==> src/rtl/dcache_pkg.sv <==
// Shared definitions for the data cache controller: field widths, tag bit layout, FSM states.
// Latency: n/a (types and constants only).
// Backpressure: n/a.
package dcache_pkg;

    localparam int TAG_W     = 23;
    localparam int IDX_W     = 4;
    localparam int LINE_W    = 256;
    localparam int WORD_W    = 32;
    localparam int SEL_W     = 3;
    localparam int OFF_W     = 5;
    localparam int STAG_W    = TAG_W + 2;

    // Stored tag layout: {valid, dirty, tag[22:0]}
    localparam int VALID_BIT = 24;
    localparam int DIRTY_BIT = 23;

    typedef enum logic [2:0] {
        IDLE,
        MISS,
        WRITEBACK,
        READMISS,
        READMISSOK
    } state_t;

endpackage

==> src/rtl/dcache_word_merge.sv <==
// Inserts a 32-bit word into a 256-bit line and extracts the selected word.
// Latency: purely combinational.
// Backpressure: none; output follows inputs.
module dcache_word_merge
    import dcache_pkg::*;
(
    input  logic [LINE_W-1:0] line,
    input  logic [SEL_W-1:0]  sel,
    input  logic [WORD_W-1:0] wdata,
    output logic [LINE_W-1:0] merged,
    output logic [WORD_W-1:0] rdata
);

    logic [7:0] bit_off;

    assign bit_off = {sel, 5'b0};

    // Overwrite the selected word; every other word passes through
    always_comb begin
        merged                    = line;
        merged[bit_off +: WORD_W] = wdata;
    end

    assign rdata = line[bit_off +: WORD_W];

endmodule

==> src/rtl/dcache_controller.sv <==
// 2-way write-back/write-allocate dcache controller between CPU memory stage, tag/data SRAM and memory.
// Latency: hits complete in the request cycle; clean miss stalls 4 + memory latency cycles, dirty miss adds a write-back.
// Backpressure: cpu_stall_o holds the CPU on any miss; mem_enable_o stays high as a level until mem_ack_i.
module dcache_controller
    import dcache_pkg::*;
(
    input  logic              clk_i,
    input  logic              rst_i,
    input  logic [31:0]       cpu_addr_i,
    input  logic [WORD_W-1:0] cpu_data_i,
    input  logic              cpu_MemRead_i,
    input  logic              cpu_MemWrite_i,
    output logic [WORD_W-1:0] cpu_data_o,
    output logic              cpu_stall_o,
    output logic [IDX_W-1:0]  sram_addr_o,
    output logic [STAG_W-1:0] sram_tag_o,
    output logic [LINE_W-1:0] sram_data_o,
    output logic              sram_enable_o,
    output logic              sram_write_o,
    input  logic [STAG_W-1:0] sram_tag_i,
    input  logic [LINE_W-1:0] sram_data_i,
    input  logic              sram_hit_i,
    output logic [31:0]       mem_addr_o,
    output logic [LINE_W-1:0] mem_data_o,
    output logic              mem_enable_o,
    output logic              mem_write_o,
    input  logic [LINE_W-1:0] mem_data_i,
    input  logic              mem_ack_i
);

    state_t            state;
    state_t            state_nxt;

    logic              req;
    logic              hit_idle;
    logic              victim_dirty;
    logic [TAG_W-1:0]  cpu_tag;
    logic [IDX_W-1:0]  cpu_idx;
    logic [SEL_W-1:0]  cpu_sel;
    logic [31:0]       refill_addr;
    logic [31:0]       victim_addr;
    logic [LINE_W-1:0] merged_line;
    logic [WORD_W-1:0] hit_word;
    logic              unused_addr_bits;

    assign cpu_tag          = cpu_addr_i[31:9];
    assign cpu_idx          = cpu_addr_i[8:5];
    assign cpu_sel          = cpu_addr_i[4:2];
    assign unused_addr_bits = ^cpu_addr_i[1:0];

    // A simultaneous read and write is handled as a write, so only the write strobe matters below
    assign req          = cpu_MemRead_i | cpu_MemWrite_i;
    assign hit_idle     = (state == IDLE) & sram_hit_i;
    assign victim_dirty = sram_tag_i[VALID_BIT] & sram_tag_i[DIRTY_BIT];

    assign refill_addr  = {cpu_tag, cpu_idx, {OFF_W{1'b0}}};
    assign victim_addr  = {sram_tag_i[TAG_W-1:0], cpu_idx, {OFF_W{1'b0}}};

    assign sram_addr_o   = cpu_idx;
    assign sram_enable_o = req;
    assign cpu_stall_o   = req & ~hit_idle;
    assign cpu_data_o    = (req & hit_idle) ? hit_word : '0;

    dcache_word_merge u_word_merge (
        .line   (sram_data_i),
        .sel    (cpu_sel),
        .wdata  (cpu_data_i),
        .merged (merged_line),
        .rdata  (hit_word)
    );

    // State register
    always_ff @(posedge clk_i or negedge rst_i) begin
        if (!rst_i) begin
            state <= IDLE;
        end else begin
            state <= state_nxt;
        end
    end

    // Next-state: a miss walks MISS -> (WRITEBACK) -> READMISS -> READMISSOK -> IDLE
    always_comb begin
        state_nxt = state;
        case (state)
            IDLE:       if (req & ~sram_hit_i) state_nxt = MISS;
            MISS:       state_nxt = victim_dirty ? WRITEBACK : READMISS;
            WRITEBACK:  if (mem_ack_i) state_nxt = READMISS;
            READMISS:   if (mem_ack_i) state_nxt = READMISSOK;
            READMISSOK: state_nxt = IDLE;
            default:    state_nxt = IDLE;
        endcase
    end

    // SRAM write path: merge a store on an IDLE hit, install the refill line on the read ack
    always_comb begin
        sram_write_o = 1'b0;
        sram_data_o  = '0;
        sram_tag_o   = {1'b0, 1'b0, cpu_tag};
        if ((state == IDLE) & req & sram_hit_i & cpu_MemWrite_i) begin
            sram_write_o = 1'b1;
            sram_data_o  = merged_line;
            sram_tag_o   = {1'b1, 1'b1, cpu_tag};
        end else if ((state == READMISS) & mem_ack_i) begin
            sram_write_o = 1'b1;
            sram_data_o  = mem_data_i;
            sram_tag_o   = {1'b1, 1'b0, cpu_tag};
        end
    end

    // Memory request registers: issued in MISS, retargeted to the refill after a write-back ack
    always_ff @(posedge clk_i or negedge rst_i) begin
        if (!rst_i) begin
            mem_enable_o <= 1'b0;
            mem_write_o  <= 1'b0;
            mem_addr_o   <= '0;
            mem_data_o   <= '0;
        end else begin
            case (state)
                MISS: begin
                    mem_enable_o <= 1'b1;
                    if (victim_dirty) begin
                        mem_write_o <= 1'b1;
                        mem_addr_o  <= victim_addr;
                        mem_data_o  <= sram_data_i;
                    end else begin
                        mem_write_o <= 1'b0;
                        mem_addr_o  <= refill_addr;
                    end
                end
                WRITEBACK: begin
                    if (mem_ack_i) begin
                        mem_write_o <= 1'b0;
                        mem_addr_o  <= refill_addr;
                    end
                end
                READMISS: begin
                    if (mem_ack_i) begin
                        mem_enable_o <= 1'b0;
                    end
                end
                default: begin
                end
            endcase
        end
    end

endmodule

==> config.mk <==
export PLATFORM = sky130hd
export DESIGN_NAME = dcache_controller
export DESIGN_NICKNAME = d
export VERILOG_FILES = /design/src/rtl/dcache_pkg.sv /design/src/rtl/dcache_word_merge.sv /design/src/rtl/dcache_controller.sv
export SDC_FILE = /design/constraint.sdc
export NUM_CORES = 1
export LEC_CHECK = 0
export CAP_MARGIN = 25
export CELL_PAD_IN_SITES_DETAIL_PLACEMENT = 1
export CELL_PAD_IN_SITES_GLOBAL_PLACEMENT = 1
export CORE_AREA = 2 2 473 475
export DETAILED_ROUTE_END_ITERATION = 6
export DIE_AREA = 0 0 475 477
export PLACE_DENSITY_LB_ADDON = 0.1
export SLEW_MARGIN = 25
export SYNTH_ARGS = -nofsm -noshare
export SYNTH_HDL_FRONTEND = slang
export SYNTH_SLANG_ARGS = --single-unit
==> constraint.sdc <==
create_clock -name clk_i -period 5.6 [get_ports clk_i]
set_input_delay 1.12 -clock clk_i [delete_from_list [all_inputs] [get_ports clk_i]]
set_output_delay 1.12 -clock clk_i [all_outputs]
set_load 0.02 [all_outputs]
Word level (Yosys, flattened, before mapping)
Cells that the tools add are included.
W data, S select, Z words.

word-level totals
  register bits after elaboration = 293
  bits of input ports = 607
  output and inout port bits = 610
  logic and storage cells = 54

cells by class
  add/sub/neg operators = 1
  equal/unequal tests = 6
  shift-type cells = 3
  muxes and demuxes = 20
  bitwise operators = 12
  reductions and logical operators = 7

operator list
  kind                         count
  $mux W256                    2
  $bwmux W256                  1
  $shift A32 B10 Y256 const A  1
  $shiftx A256 B9 Y32          1
  $shiftx A32 B10 Y256         1
  $mux W32                     3
  $pmux W32 S2                 1
  $mux W25                     2
  $pmux W3 S4                  1
  $neg A8 Y10                  1
  $and A1 B1 Y1                9
  $mux W3                      3
  $eq A3 B2 Y1 const B         2
  $ne A2 B2 Y1 const B         3
  $reduce_and A2 Y1            3
  $mux W1                      5
  $pmux W1 S2                  2
  $reduce_bool A2 Y1           2
  $eq A3 B1 Y1 const B         1
  $logic_not A3 Y1             1
  $reduce_and A3 Y1            1
  $not A1 Y1                   2
  $or A1 B1 Y1                 1

Longest topological paths before layout
  depth after elaboration = 5
  mapped depth = 12
  depth with buffers taken out = 7

Modules after synthesis
A second synthesis with hierarchy kept.

unflattened totals
  cell total of the unflattened synthesis = 1553
  area total of the unflattened synthesis = 19922.9 µm²

modules (own cells, without submodules)
  module             instances  cells each  area an instance (µm²)  sequential area each (µm²)
  dcache_controller  1          1065        14851.7                 7206.9
  dcache_word_merge  1          488         5071.1                  0.0

Least setup slack after synthesis
No wires, ideal clock.

  path kind = input port to output port
  start = input port cpu_addr_i[3]
  end = output port sram_data_o[146]
  arrival = 4.246 ns
  required time = 4.480 ns
  setup slack = 0.234 ns
  stages = 12
  path buffers = 5
  path through = clkbuf_1 > clkbuf_1 > clkbuf_1 > inv_1 > ha_1 > ha_1 > buf_1 > o21a_1 > nand2_1 > clkbuf_1 > mux2i_1 > o21ai_0

on the way
  cells in the longest elaborated chain, start to end = 4
  elaborated cells on any way between the ends = 5
  classes of those cells = add/sub: 1; shift: 2; mux: 2

ends and longest elaborated chain
  item                                                         line                     RTL
  start, declared                                              dcache_controller.sv:9   input logic [31:0] cpu_addr_i,
  $neg A8 Y10 *                                                dcache_word_merge.sv:21  merged[bit_off +: WORD_W] = wdata;
  $shiftx A32 B10 Y256 or $shift A32 B10 Y256 (tied branches)  dcache_word_merge.sv:21
  $bwmux W256 *                                                dcache_word_merge.sv:21
  $mux W256 *                                                  dcache_controller.sv:99  if ((state == IDLE) & req & sram_hit_i & cpu_MemWrite_i) begin
  end, declared                                                dcache_controller.sv:17  output logic [LINE_W-1:0] sram_data_o,

Mark *: on every way between the ends. The rest lies on a longest branch, timed or not.

Worst setup path in the final report
  start = input port cpu_addr_i[4]
  end = output port sram_data_o[137]

The elaborated chain is that of the path after synthesis.

==> flow_summary.ini <==
[timing]
rsz0062_at_grt = true
relSlewSlack = 0.391
fin_crit_ns = 5.59
min_period_over_period = 0.999
fin_setup_tns_ns = 0
hold_violations = 0
fin_worst_skew_ns = 0.0279
fmax_mhz = 179
worstMarginPinSlew_ns = 0.914
drv_slew = 0
setup_viol_count_final = 0

[setup_path]
cp_slowest_stage_delay_ns = 0.71
endpoint_kind = output pin
crit_path_cell_trace = clkdlybuf4s50_1 -> inv_1 -> ha_1 -> o21a_1 -> nand3_4 -> buf_4 -> buf_4 -> o21ai_0 -> buf_12
critPathArrivalTime_ns = 4.47
crit_type = in2out
crit_buf_inv = 5
critical_path_required_ns = 4.48
startpoint_type = input port
critPathSlowestCell = o21ai_0
cp_max_fo = 11
crit_family = buffers and inverters
worst_path_most_repeated_cell = buf_4

[clocking]
cts_hold_buf = 0
clk_pin_slew_ns = 0.06
insertion_delay_ns = 0.65
cts_root_buf = clkbuf_16
cts_sinks = 288
htree_levels = 2
ctsLongestPathBuffers = 3
cts_buffers = 47
cts_tree = done

[floorplan]
dieArea_sq_um = 227000
fp.dieH_um = 477
pin_count = 1217
core_area_sq_um = 221000
rows = 173
initial_utilization = 0.0794
die_w_um = 475

[synth]
synth_seq_area_share = 0.410
yosys.area_share.simple = 0.0876
synthMuxAreaShare = 0.273
synth_edf_count = 0
async_flop_share = 1.00
syn-cell-area_sq_um = 17600
synthXorXnorAreaFrac = 0
synth_top_family_by_area = multiplexers
synth_compound_area_frac = 0.173
ys_types = 47
yosys_most_used_dff = dfrtp_1
ys_ff_latch = 288
yosys.area_share.adder = 0.00427
avgSynthCellArea_sq_um = 11.3
syn_inst = 1563
yosys_warnings = 0

[global_routing]
gr-total-overflow = 0
grt_pass1_vias = 22701
grt.total_usage = 0.170
grt_start_max_net_pins = 85
antenna_found_initial = 67
grt_pass1_wl_mm = 252

[drt]
drtAntennaViolNets = 0
drtIter0Drc = 1023
avgRoutedWirePerCell_um = 34.3
first_pass_iters = 5
drcViolationCount = 0
vias = 20432
wl_mm = 199
vias_per_cell = 3.52

[layout]
area_growth_pct = 107
final_cells = 5800
layout_common_cells = clkdlybuf4s50_1, dfrtp_1, mux2_2
fillers = 25245
nets = 3390
layout_commonest_cell = clkdlybuf4s50_1
drive_gt1_frac = 0.236

[power]
static-leakage-power_uw = 0.0135
power.density_nw_per_um2 = 451
ir_drop_uv = 236

[placed_design]
dp_hpwl_mm = 158
io_buffers = 1209
place_congestion = 0.867
dpl.cell_count = 5698

[job]
maxCapViolCount = 0

[min_path]
hold_path.class = in2async

[run_status]
status = complete, no violations
==> state kept, by name (all words and copies together) (netlist names) <==
| name | flops |
|---|---|
| mem_enable_o | 1 |
| mem_data_o | 256 |
| mem_addr_o | 27 |
| state | 3 |
| mem_write_o | 1 |
==> worst register-to-register path, stage by stage (launching register included) <==
cell and delay [ns]:
dfrtp_1 0.52, nand2b_1 0.31, or3_4 0.50, buf_12 0.27, buf_4 0.39, mux2_2 0.40
==> synthesized netlist by cell type, types with 6 or more instances <==
cell type | n | share of area
dfrtp_1 | 288 | 0.41
a22oi_1 | 68 | 0.029
and2_1 | 20 | 0.0071
buf_1 | 9 | 0.0019
buf_2 | 50 | 0.014
mux2i_1 | 44 | 0.025
nor3_1 | 43 | 0.012
clkbuf_1 | 82 | 0.018
mux4_2 | 64 | 0.082
nand3_1 | 8 | 0.0023
ha_1 | 6 | 0.0043
nand4_1 | 6 | 0.0021
mux2_2 | 260 | 0.17
a21oi_1 | 28 | 0.0080
nand2b_1 | 13 | 0.0046
o21ai_0 | 74 | 0.021
a221o_1 | 158 | 0.090
inv_1 | 8 | 0.0017
nand2_1 | 91 | 0.019
a22o_1 | 32 | 0.016
buf_4 | 33 | 0.014
nor2_1 | 134 | 0.029
==> metrics by stage <==
step                       util  power [uW]  setup slack, ns  instance area, sq um  hold WS, ns
after detailed placement  0.157       13600          -0.0682                 34800        0.493
after floorplan               -        7600            0.234                 17600        0.503
after global placement    0.157       13600          -0.0998                 34800        0.490
after CTS                 0.164       16900          0.00344                 36300        0.433
final                     0.165       16400          0.00674                 36400        0.447
after global routing      0.164       17300          -0.0772                 36400        0.451
==> logic make-up after synthesis <==
family          Yosys count
flops                   288
buf+inv                 185
compound gates          379
mux                     368
other cells               1
simple gates            336
fa+ha+maj                 6
==> final cells by class <==
cell class | instances | area (sq um) | area share
Clock buffer | 69 | 1410 | 0.0387
Tap cell | 2975 | 3720 | 0.102
Inverter | 8 | 30.0 | 0.000824
Antenna cell | 16 | 40.0 | 0.00110
Clock inverter | 12 | 121 | 0.00333
Multi-Input combinational cell | 1094 | 9710 | 0.267
Timing Repair Buffer | 1338 | 14200 | 0.389
Sequential cell | 288 | 7210 | 0.198
==> routing by layer <==
layer  vias up  wire length [um]  track usage
met5         -               224            0
met1     10648             77900        0.193
met2      1053             99800        0.302
li1       8476                 -            -
met3       219             15400       0.0518
met4        36              5850       0.0491
==> path summary, 6_finish.rpt <==
| path | from | to | slack, ns | depth (start not counted) |
|---|---|---|---|---|
| max | cpu_addr_i[4] | sram_data_o[137] | 0.007 | 9 |
| min | rst_i | mem_data_o[21] | 0.45 | 1 |
| max reg2reg | state[2] | mem_data_o[236] | 3.13 | 5 |
| min reg2reg | mem_data_o[88] | mem_data_o[88] | 0.50 | 1 |
| max in group asynchronous | rst_i | mem_data_o[19] | 4.04 | 2 |
| min in group clk_i | mem_data_o[88] | mem_data_o[88] | 0.50 | 1 |
==> what timing repair did <==
action	in CTS	in global routing
buffers inserted	0	5
gates cloned	0	0
resized for setup	2	0
setup endpoints to repair	15	3
pin swaps	1	0
==> report_power, final <==
part           switching, uW  internal (uW)
Combinational           5190           4450
Clock                   1240           1820
Sequential               602           3130
Note: power is estimated with default switching activity, not from simulation.
